File: src/rtl/mdu_seq.sv
// Iterative MULT/MULTU/DIV/DIVU sequencer owning the HI/LO registers.
// One shared (n+1)-bit add/subtract unit is stepped once per RUN cycle.
module mdu_seq #(
    parameter int n = 32
) (
    input  logic         clk,
    input  logic         reset,
    input  logic         start,
    input  logic [1:0]   op,
    input  logic [n-1:0] a,
    input  logic [n-1:0] b,
    input  logic         mthi,
    input  logic         mtlo,
    input  logic [n-1:0] wdata,
    output logic         busy,
    output logic         done,
    output logic         dz,
    output logic [n-1:0] hi,
    output logic [n-1:0] lo
);

    localparam int CW = $clog2(n + 1);

    typedef enum logic [1:0] {IDLE, RUN, FIX} state_t;

    state_t          state;
    logic [CW-1:0]   cnt;
    logic [1:0]      op_r;
    logic            sa;
    logic            sb;
    logic [n-1:0]    a_orig;
    logic [n-1:0]    m;      // multiplicand or divisor (magnitude)
    logic [n-1:0]    acc;    // upper partial product or partial remainder
    logic [n-1:0]    mq;     // multiplier / quotient shift register

    logic [n:0]      au_x;
    logic [n:0]      au_y;
    logic [n:0]      au_r;
    logic            au_sub;
    logic [n:0]      mul_sel;
    logic [2*n-1:0]  prod;
    logic [n-1:0]    quot;
    logic [n-1:0]    rem;
    logic [n-1:0]    abs_a;
    logic [n-1:0]    abs_b;

    function automatic logic [n-1:0] neg_n(input logic [n-1:0] x);
        return ~x + {{(n-1){1'b0}}, 1'b1};
    endfunction

    function automatic logic [2*n-1:0] neg_2n(input logic [2*n-1:0] x);
        return ~x + {{(2*n-1){1'b0}}, 1'b1};
    endfunction

    // Divide shifts the next dividend bit into the remainder before the trial subtract.
    always_comb begin
        au_sub = op_r[1];
        au_y   = {1'b0, m};
        if (op_r[1]) begin
            au_x = {acc, mq[n-1]};
        end else begin
            au_x = {1'b0, acc};
        end
    end

    assign au_r = au_x + (au_sub ? ~au_y : au_y) + {{n{1'b0}}, au_sub};

    always_comb begin
        mul_sel = mq[0] ? au_r : {1'b0, acc};
        abs_a   = (!op[0] && a[n-1]) ? neg_n(a) : a;
        abs_b   = (!op[0] && b[n-1]) ? neg_n(b) : b;
        prod    = {acc, mq};
        quot    = mq;
        rem     = acc;
        if (!op_r[0]) begin
            if (sa ^ sb) begin
                prod = neg_2n({acc, mq});
                quot = neg_n(mq);
            end
            if (sa) begin
                rem = neg_n(acc);
            end
        end
    end

    always_ff @(posedge clk) begin
        if (reset) begin
            state <= IDLE;
            busy  <= 1'b0;
            done  <= 1'b0;
            dz    <= 1'b0;
            hi    <= '0;
            lo    <= '0;
        end else begin
            done <= 1'b0;
            case (state)
                IDLE: begin
                    if (start) begin
                        op_r   <= op;
                        sa     <= a[n-1];
                        sb     <= b[n-1];
                        a_orig <= a;
                        acc    <= '0;
                        mq     <= op[1] ? abs_a : abs_b;
                        m      <= op[1] ? abs_b : abs_a;
                        cnt    <= CW'(n);
                        dz     <= op[1] & (b == '0);
                        busy   <= 1'b1;
                        state  <= RUN;
                    end else begin
                        if (mthi) hi <= wdata;
                        if (mtlo) lo <= wdata;
                    end
                end
                RUN: begin
                    if (op_r[1]) begin
                        // Restoring divide: a negative trial result keeps the old remainder.
                        if (au_r[n]) begin
                            acc <= au_x[n-1:0];
                            mq  <= {mq[n-2:0], 1'b0};
                        end else begin
                            acc <= au_r[n-1:0];
                            mq  <= {mq[n-2:0], 1'b1};
                        end
                    end else begin
                        acc <= mul_sel[n:1];
                        mq  <= {mul_sel[0], mq[n-1:1]};
                    end
                    cnt <= cnt - CW'(1);
                    if (cnt == CW'(1)) begin
                        state <= FIX;
                    end
                end
                FIX: begin
                    if (dz) begin
                        hi <= a_orig;
                        lo <= '1;
                    end else if (op_r[1]) begin
                        hi <= rem;
                        lo <= quot;
                    end else begin
                        hi <= prod[2*n-1:n];
                        lo <= prod[n-1:0];
                    end
                    done  <= 1'b1;
                    busy  <= 1'b0;
                    state <= IDLE;
                end
                default: begin
                    state <= IDLE;
                    busy  <= 1'b0;
                end
            endcase
        end
    end

endmodule
File: config.mk
export PLATFORM = sky130hd
export DESIGN_NAME = mdu_seq
export DESIGN_NICKNAME = d
export VERILOG_FILES = /design/src/rtl/mdu_seq.sv
export SDC_FILE = /design/constraint.sdc
export NUM_CORES = 1
export LEC_CHECK = 0
export ABC_AREA = 1
export ABC_CLOCK_PERIOD_IN_PS = 10150
export BUFFER_PORTS_ARGS = -buffer_cell sky130_fd_sc_hd__buf_2
export CORE_ASPECT_RATIO = 0.7
export CORE_UTILIZATION = 50
export DETAILED_ROUTE_END_ITERATION = 16
export HOLD_SLACK_MARGIN = 0.08
export PLACE_DENSITY = 0.72
export SKIP_CTS_REPAIR_TIMING = 1
export SLEW_MARGIN = 20
export SYNTH_ARGS = -nofsm -noshare
export SYNTH_HDL_FRONTEND = slang
export SYNTH_SLANG_ARGS = --single-unit
File: constraint.sdc
create_clock -name clk -period 10.15 [get_ports clk]
set_input_delay 2.03 -clock clk [delete_from_list [all_inputs] [get_ports clk]]
set_output_delay 2.03 -clock clk [all_outputs]
set_load 0.05 [all_outputs]
==> results.cfg <==
[status]
status = complete, no violations

[synth]
syn_inst = 2763
synth.distinct_cells = 46
synthArstFlopShare = 0
synth_area_sq_um = 17500
synth_edf_count = 137
synthFlopType = edfxtp_1
post_synth.cell_area_avg_sq_um = 6.33
ys_seq_elements = 206
synth.net_count = 2904
synth-seq-area-share = 0.314
synth_warnings = 0

[drt]
routed_wl_um = 74200
drt_iter0_drc = 3178
vias = 19893
vias_per_cell = 5.95
dr.pass1.iters = 7
antenna_left = 0
drc = 0
wire_per_inst_um = 22.2

[final_layout]
layout_common_cells = 661 x nand2_1, 415 x nor2_1, 314 x inv_1, 237 x o21ai_0, 236 x a21oi_1
nets = 3001
stdcell_area_sq_um = 19400
final_common_cell = nand2_1
post-route-util = 0.570
n_fill_cell = 3401
syn2layout_area_growth_pct = 10.8
layout-drive-gt1-share = 0.102

[global_routing]
grt_usage = 0.408
overflow = 0
grt_pass1_wl_um = 108000
grt_max_degree = 198
grt_antenna_before_repair = 2
grt_pass1_vias = 17194

[floorplan]
core_area_sq_um = 34000
ios = 170
dieArea_sq_um = 35700
initial_core_util = 0.515
rows = 56
die_y_um = 158
die_x_um = 226

[clocking]
ctsHtreeMaxLevel = 1
cts-root-buf = clkbuf_16
clockBufferDepth = 3
clock_latency_ns = 0.57
cts_tree = done
cts_buffers = 24
clk_pin_slew_worst_paths_ns = 0.06
cts.sinks = 206

[sta]
slew_violations = 0
rsz0062_at_grt = false
hold_viol_final = 0
fmax_mhz = 219
fin_worst_skew_ns = 0.0264
setup-tns-final_ns = 0
min_period_ns = 4.57
fin_hold_ws_ns = 0.456
setup_viol = 0
finalCritPeriodShare = 0.450
relSlewSlack = 0.298
worst_pin_slew_ns = 1.05

[power_and_ir_drop]
vdd_drop_max_mv = 0.121
leakage_nw = 8.97
powerDensity_nw_per_um2 = 145

[flow_run]
timing.max_cap.violations = 0

[setup_path]
worst_path_most_repeated_cell = nand2_1
worstPathArrival_ns = 4.83
slowest_stage = buf_12
cp.required_ns = 10.41
cpPeakStageDelay_ns = 0.56
path_max_fanout = 197
critPathCaptureType = flop
crit_chain = buf_12, inv_2, nand2_1, nand3_1, nand2_1, inv_1, fa_1, nand3_1, nand2_2, nand2_1, nand2_2, nand2_1, nand2_2, nand2_4, nand3_2, nand2_2, nand2_1, nand3_1, a21oi_1
cp_num_buf_inv = 3
critical_path.top_delay_family = simple AND/OR/NAND/NOR gates
startpoint_type = flop
critPathKind = reg2reg

[place]
port_buffers = 169
place_area_sq_um = 18600
gp_congestion = 1.06
hpwl_um = 58600

[min_path]
hold_class = reg2reg
==> where the power goes <==
group | total, W | internal, W | switching, W
logic | 0.000899 | 0.000246 | 0.000654
registers | 0.00103 | 0.000967 | 0.0000606
clock network | 0.000879 | 0.000484 | 0.000395
==> worst paths after layout <==
path                startpoint               endpoint  slack, ns  depth (start not counted)
max          op_r[1]$_DFFE_PP_  acc[22]$_SDFFCE_PN0P_       5.58                         19
min          busy$_SDFFE_PP0P_      busy$_SDFFE_PP0P_       0.46                          2
max reg2reg  op_r[1]$_DFFE_PP_  acc[22]$_SDFFCE_PN0P_       5.58                         19
min reg2reg  busy$_SDFFE_PP0P_      busy$_SDFFE_PP0P_       0.46                          2
==> flip-flops by register name, indices dropped and copies added (netlist names), 2 cells and up <==
signal / count
acc: 32
hi: 32
lo: 32
m: 32
mq: 32
a_orig: 31
cnt: 6
op_r: 2
state: 2
==> through the flow <==
step | std cells | power [W] | worst slack [ns]
6_report | 3342 | 0.00281 | 5.58
2_1_floorplan | 2763 | 0.00161 | 4.52
3_5_place_dp | 3298 | 0.00190 | 5.74
3_3_place_gp | 3298 | 0.00189 | 5.87
4_1_cts | 3341 | 0.00277 | 5.73
5_1_grt | 3341 | 0.00291 | 5.30
==> cell families (layout without fill, tap and decap cells) <==
| logic type | Yosys count | count (layout) | synth area share |
|---|---|---|---|
| simple gates | 1421 | 1421 | 0.341 |
| compound gates | 554 | 554 | 0.167 |
| buf+inv | 441 | 555 | 0.0986 |
| flops | 206 | 206 | 0.314 |
| xor+xnor | 103 | 103 | 0.0516 |
| fa+ha+maj | 38 | 38 | 0.0276 |
| other cells | 0 | 1 | 0 |
==> routing by layer <==
layer	share of wire	global-route usage	wire length, um	vias to the layer above
met2	0.39	0.544	28700	1380
li1	-	-	-	9258
met1	0.44	0.606	32400	9143
met5	0.0017	0	126	-
met4	0.025	0.101	1870	2
met3	0.15	0.150	11200	110
==> final cells by class <==
| cell class | instances | area, sq um | share of cell area |
|---|---|---|---|
| diodes | 1 | 2.50 | 0.000129 |
| clock buffers | 27 | 633 | 0.0327 |
| clock inverters | 16 | 153 | 0.00788 |
| inverters | 324 | 1220 | 0.0630 |
| multi-input cells | 2116 | 10300 | 0.531 |
| flip-flops and latches | 206 | 5500 | 0.284 |
| well taps | 464 | 581 | 0.0300 |
| repair buffers | 188 | 1000 | 0.0516 |
==> tightest hold or removal path, cell delays in order, from the launching register on <==
cell	delay, ns
dfxtp_1	0.32
nand2_1	0.05
o21ai_0	0.05
==> cells in the mapped netlist (5+ instances only) <==
cell type,instances,area (sq um)
ha_1,37,463
o211ai_1,17,128
a31oi_1,6,37.5
nand2_1,661,2480
nand4_1,31,194
nand3b_1,8,60.1
xnor2_1,21,184
o21ai_0,237,1190
o22ai_1,15,93.8
nor2_1,418,1570
nor4_1,7,43.8
nand2_2,11,68.8
dfxtp_1,69,1380
inv_2,6,22.5
inv_1,317,1190
edfxtp_1,137,4110
nor3_1,29,145
a21oi_1,237,1190
nand3_1,217,1090
clkbuf_1,70,263
buf_1,22,82.6
o31ai_1,7,52.6
o21ai_1,16,80.1
a21oi_2,5,43.8
buf_2,18,90.1
nor2_2,13,81.3
xor2_1,82,718
nand3_2,5,50.1
(Power assumes the default switching activity.)
